[src/rtl/pipe_stage_reg_if.sv]
// pipe_stage_reg_if: one-directional stage link; master drives valid/ctrl/data/pc/rd/rt, slave drives ready
interface pipe_stage_reg_if #(
  parameter int DATA_W = 16,
  parameter int CTRL_W = 12,
  parameter int REG_W  = 4
);
  logic              valid;
  logic              ready;
  logic [CTRL_W-1:0] ctrl;
  logic [DATA_W-1:0] data;
  logic [DATA_W-1:0] pc;
  logic [REG_W-1:0]  rd;
  logic [REG_W-1:0]  rt;
  modport master (output valid, ctrl, data, pc, rd, rt, input ready);
  modport slave  (input valid, ctrl, data, pc, rd, rt, output ready);
endinterface

[src/rtl/pipe_stage_reg.sv]
// pipe_stage_reg: elastic stage register (clk, rst async active-low, flush, up slave link, dn master link, occupancy) with optional skid entry
module pipe_stage_reg #(
  parameter int DATA_W = 16,
  parameter int CTRL_W = 12,
  parameter int REG_W  = 4,
  parameter int SKID   = 1
) (
  input  logic                  clk,
  input  logic                  rst,
  input  logic                  flush,
  pipe_stage_reg_if.slave       up,
  pipe_stage_reg_if.master      dn,
  output logic [1:0]            occupancy
);
  localparam int PW = CTRL_W + 2*DATA_W + 2*REG_W;
  logic [PW-1:0] m_q, s_q, in_w;
  logic m_v, s_v, rdy, xin, xout, m_load, s_load, m_v_n, s_v_n;
  assign in_w = {up.ctrl, up.data, up.pc, up.rd, up.rt};
  assign up.ready = (SKID != 0) ? rdy : (dn.ready | !m_v);
  assign xin = up.valid & up.ready;
  assign xout = m_v & dn.ready;
  always_comb begin
    m_load = !flush && (!m_v || xout) && (s_v || xin);
    s_load = (SKID != 0) && !flush && xin && m_v && !xout && !s_v;
    m_v_n  = !flush && ((!m_v || xout) ? (s_v || xin) : 1'b1);
    s_v_n  = (SKID != 0) && !flush && (s_v ? !xout : (xin && m_v && !xout));
  end
  always_ff @(posedge clk or negedge rst) begin
    if (!rst) begin
      m_v <= 1'b0;
      s_v <= 1'b0;
      rdy <= 1'b1;
      m_q <= '0;
      s_q <= '0;
    end else begin
      m_v <= m_v_n;
      s_v <= s_v_n;
      rdy <= !s_v_n;
      if (m_load) m_q <= s_v ? s_q : in_w;
      if (s_load) s_q <= in_w;
    end
  end
  assign dn.valid  = m_v;
  assign dn.ctrl   = m_v ? m_q[PW-1 -: CTRL_W] : '0;
  assign dn.data   = m_q[2*REG_W+2*DATA_W-1 -: DATA_W];
  assign dn.pc     = m_q[2*REG_W+DATA_W-1 -: DATA_W];
  assign dn.rd     = m_q[2*REG_W-1 -: REG_W];
  assign dn.rt     = m_q[REG_W-1:0];
  assign occupancy = {1'b0, m_v} + {1'b0, s_v};
endmodule

[src/flat_wrapper.sv]
// flat-port wrapper written by rule: the top's interface ports become plain ports
module pipe_stage_reg_flat 
#(
  parameter int DATA_W = 16,
  parameter int CTRL_W = 12,
  parameter int REG_W  = 4,
  parameter int SKID   = 1
)
  (clk, rst, flush, occupancy, up_valid, up_ctrl, up_data, up_pc, up_rd, up_rt, up_ready, dn_valid, dn_ctrl, dn_data, dn_pc, dn_rd, dn_rt, dn_ready);
  pipe_stage_reg_if #(.DATA_W(DATA_W), .CTRL_W(CTRL_W), .REG_W(REG_W)) up_i ();
  pipe_stage_reg_if #(.DATA_W(DATA_W), .CTRL_W(CTRL_W), .REG_W(REG_W)) dn_i ();
  input  logic clk;
  input  logic rst;
  input  logic flush;
  output logic [1:0] occupancy;
  input wire logic [$bits(up_i.valid)-1:0] up_valid;
  input wire logic [$bits(up_i.ctrl)-1:0] up_ctrl;
  input wire logic [$bits(up_i.data)-1:0] up_data;
  input wire logic [$bits(up_i.pc)-1:0] up_pc;
  input wire logic [$bits(up_i.rd)-1:0] up_rd;
  input wire logic [$bits(up_i.rt)-1:0] up_rt;
  output wire logic [$bits(up_i.ready)-1:0] up_ready;
  output wire logic [$bits(dn_i.valid)-1:0] dn_valid;
  output wire logic [$bits(dn_i.ctrl)-1:0] dn_ctrl;
  output wire logic [$bits(dn_i.data)-1:0] dn_data;
  output wire logic [$bits(dn_i.pc)-1:0] dn_pc;
  output wire logic [$bits(dn_i.rd)-1:0] dn_rd;
  output wire logic [$bits(dn_i.rt)-1:0] dn_rt;
  input wire logic [$bits(dn_i.ready)-1:0] dn_ready;
  assign up_i.valid = up_valid;
  assign up_i.ctrl = up_ctrl;
  assign up_i.data = up_data;
  assign up_i.pc = up_pc;
  assign up_i.rd = up_rd;
  assign up_i.rt = up_rt;
  assign up_ready = up_i.ready;
  assign dn_valid = dn_i.valid;
  assign dn_ctrl = dn_i.ctrl;
  assign dn_data = dn_i.data;
  assign dn_pc = dn_i.pc;
  assign dn_rd = dn_i.rd;
  assign dn_rt = dn_i.rt;
  assign dn_i.ready = dn_ready;
  pipe_stage_reg #(.DATA_W(DATA_W), .CTRL_W(CTRL_W), .REG_W(REG_W), .SKID(SKID)) u_core (.clk(clk), .rst(rst), .flush(flush), .up(up_i), .dn(dn_i), .occupancy(occupancy));
endmodule
[config.mk]
export PLATFORM = sky130hd
export DESIGN_NAME = pipe_stage_reg_flat
export DESIGN_NICKNAME = d
export VERILOG_FILES = /design/src/rtl/pipe_stage_reg_if.sv /design/src/rtl/pipe_stage_reg.sv /design/src/flat_wrapper.sv
export SDC_FILE = /design/constraint.sdc
export NUM_CORES = 1
export LEC_CHECK = 0
export ABC_AREA = 1
export CAP_MARGIN = 20
export CORE_MARGIN = 8
export CORE_UTILIZATION = 30
export DETAILED_ROUTE_END_ITERATION = 6
export PLACE_DENSITY = 0.54
export SLEW_MARGIN = 20
export SYNTH_ARGS = -nofsm -noshare
export SYNTH_HDL_FRONTEND = slang
export SYNTH_SLANG_ARGS = --single-unit
export TNS_END_PERCENT = 50
[constraint.sdc]
create_clock -name clk -period 2.44 [get_ports clk]
set_input_delay 0.61 -clock clk [delete_from_list [all_inputs] [get_ports clk]]
set_output_delay 0.61 -clock clk [all_outputs]
set_load 0.01 [all_outputs]
==> summary.txt <==
Layout
  – Multi-input logic area: 0.002039 sq mm
  – Sequential Area: ~0.0027 sq mm
  – # nets final: around 800
  – Commonest non-fill, non-tap cell in the layout: nand2_1
  – Area Growth Syn to Fin: 25.81%
  – Inserted Diodes: 0
  – Finished Cell Area: ~0.0066 sq mm
  – Number of fillers in the final layout: around 1800
  – Commonest cells after routing, fill and taps aside: 378 x nand2_1, 111 x clkdlybuf4s50_1, 105 x nand3_1
  – Layout cells sized above 1: 0.05270

Timing
  – Final setup viols: 0
  – Final Slew Violations: 0
  – RSZ-0062 raised after global routing: false
  – Worst Tran Pin Value: between 600 and 700 ps
  – Clk_skew: 6.318 ps
  – Max-slew headroom: 0.5741
  – Fin crit share: 0.9308
  – Setup_tns: 0 ps
  – Fin crit period: 2271 ps
  – Fin. Hold Viols: 0
  – Fmax: 440.3 MHz

Power
  – Pwr Total: between 4 and 5 mW
  – Combinational share of power: 0.230
  – Sequential Power Share: 0.487
  – Net switching power: roughly 1.4 mW
  – Pint: between 3 and 4 mW
  – Switching part of the total power: 0.2911
  – Worst VDD drop: 0.3193 mV
  – Lkg Pwr: roughly 3.5 nW
  – Clock power frac: 0.283
  – PD cells: ~740 mW/mm^2

Route
  – Via count: ~4400
  – Antenna Nets Post-Route: 0
  – Routed WL per cell: between 10 and 15 microns
  – Drt first-iter violations: between 200 and 300
  – Total Wirelength: between 10000 and 15000 microns
  – DRC: 0
  – Via-per-instance ratio: approximately 4.4
  – Drt first pass iters: 5

Run
  – # Max-Cap Violations: 0

Clocking
  – TritonCTS clock tree: done
  – # clock sinks: about 110
  – CTS Root Cell: clkbuf_16
  – Post-CTS Setup Repair Bufs: 0
  – Worst-path clk slew: 70 ps
  – TritonCTS buffer count: 9
  – Clk_lat worst skew: ~340 ps
  – CTS H-Tree Depth: 3
  – Hold buffer count at cts: 0
  – Clock Tree Buf Depth: 2

Logic synthesis
  – Mapped Nets: between 700 and 800
  – Top-area cell type share of the netlist area: 0.5043
  – Mapped Area: around 0.0053 sq mm
  – Seq cells post-synth: 107
  – Post-synth top area cell: dfrtp_1
  – Synth top area cells: dfrtp_1 50%, nand2_1 27%, nand3_1 10%
  – Synth warnings: 0
  – Sequential share of the synthesized area: 0.5093
  – Mapped Cells: 698
  – Synthesized area per cell: ~7.5 sq um
  – Post-synth cell types: 17

Setup path
  – Top delay family on crit path: buffers and inverters
  – CP required: between 1500 and 2000 ps
  – Worst reg-to-reg path cell count: 7
  – CP Launch Type: register
  – CP Capture Type: output pin
  – Critical Path Slowest Stage Cell: clkdlybuf4s50_1
  – Worst path depth: 4
  – Crit Path Class: register to output pin
  – Worst path cell trace: buf_4 -> nand2_1 -> inv_1 -> clkdlybuf4s50_1
  – R2R setup slack: 490 ps
  – Crit Reg-Reg Endpoint: u_core.m_q[17]
  – Crit path arrival time: between 1500 and 2000 ps
  – Crit path max fanout: 9
  – Reg-to-Reg Start: u_core.s_v
  – Bufs and invs on worst path: 3
  – CP peak stage delay: 530 ps

Global routing
  – Pin count of the biggest net entering global routing: a little over 60
  – Vias in the first global route: approximately 4200
  – Grt ovf: 0
  – First-pass GRT wire length: roughly 23000 microns
  – Total track usage: 0.1323
  – Initial antenna violation count: 0

Floorplanning
  – Die height: ~150 microns
  – Initial Util: 0.3052
  – Die W: between 100 and 150 microns
  – Row cnt: 48
  – Die area: around 0.022 sq mm
  – Core area: around 0.017 sq mm
  – Top-Level Pins: roughly 110

Placement
  – I/O Buffers: around 110
  – GP Congestion: 0.7179
  – Post-DP HPWL: approximately 9300 microns
  – Cell Area, Placed: about 0.0063 sq mm

Outcome
  – Status: complete, no violations

Worst hold path
  – HP Class: primary input to async pin
## through the flow
stage | instances | util | worst slack [ps] | hold WS (ps)
finish | 984 | 0.3839 | 168.9 | 117.0
CTS | 984 | 0.3839 | 32.63 | 106.9
global placement | 968 | 0.3680 | 275.0 | 454.0
global route | 984 | 0.3839 | 51.16 | 115.5
detailed placement | 968 | 0.3680 | 257.6 | 458.0
floorplan | 698 | - | 884.6 | 314.4
## cells in the mapped netlist (all sizes together)
cell type    n
nand2      381
dfrtp      106
nand3      106
buf         67
inv         16
clkbuf      15
nor2         2
o21ai        2
a21oi        1
dfstp        1
ha           1
## registers in the layout, indices dropped and copies added (netlist names)
signal / flops
u_core.dn.valid: 1
u_core.m_q: 52
u_core.s_q: 52
u_core.s_v: 1
u_core.up.ready: 1
## how the worst max path moves through the flow
| stage | startpoint | end | slack, ps |
|---|---|---|---|
| global placement | dn_ready | u_core.s_q[26] | 280 |
| global route | u_core.dn.valid | dn_ctrl[8] | 50 |
| CTS | u_core.dn.valid | dn_ctrl[8] | 30 |
| floorplan | u_core.dn.valid | dn_ctrl[0] | 880 |
| finish | u_core.dn.valid | dn_ctrl[2] | 170 |
| detailed placement | dn_ready | u_core.s_q[26] | 260 |
## power groups by stage
stage / registers (mW) / logic [mW] / clock network (mW)
finish: 2.39 / 1.13 / 1.39
global route: 2.44 / 1.28 / 1.50
CTS: 2.39 / 1.16 / 1.44
detailed placement: 2.42 / 1.15 / 0
global placement: 2.42 / 1.14 / 0
floorplan: 2.36 / 0.751 / 0
## final cells by class
class                   instances  area share
well taps                     225     0.04254
clock inverters                 2    0.001513
clock buffers                  14     0.03989
flip-flops and latches        107      0.4052
repair buffers                127      0.1936
multi-input cells             493      0.3082
inverters                      16    0.009075
## kinds of logic after synthesis
group,Yosys count,share of synthesized area
AOI/OAI and AO/OA,3,0.003568
adders and majority gates,1,0.002378
buffers and inverters,98,0.1054
DFF,107,0.5093
and+or+nand+nor,489,0.3794
## layer usage
| layer | share of wire | routed length (microns) | global-route usage |
|---|---|---|---|
| met2 | 0.45 | 6439 | 0.2002 |
| met4 | 0.013 | 189 | 0.04284 |
| met1 | 0.48 | 6794 | 0.1832 |
| met3 | 0.052 | 732 | 0.02947 |
| met5 | 0 | 0 | 0 |
## what timing repair did
item,in CTS,in global routing
endpoints found under the setup margin,0,6
hold endpoints to repair,0,0
gates resized for setup,0,1
Power figures use the tool's default switching activity.
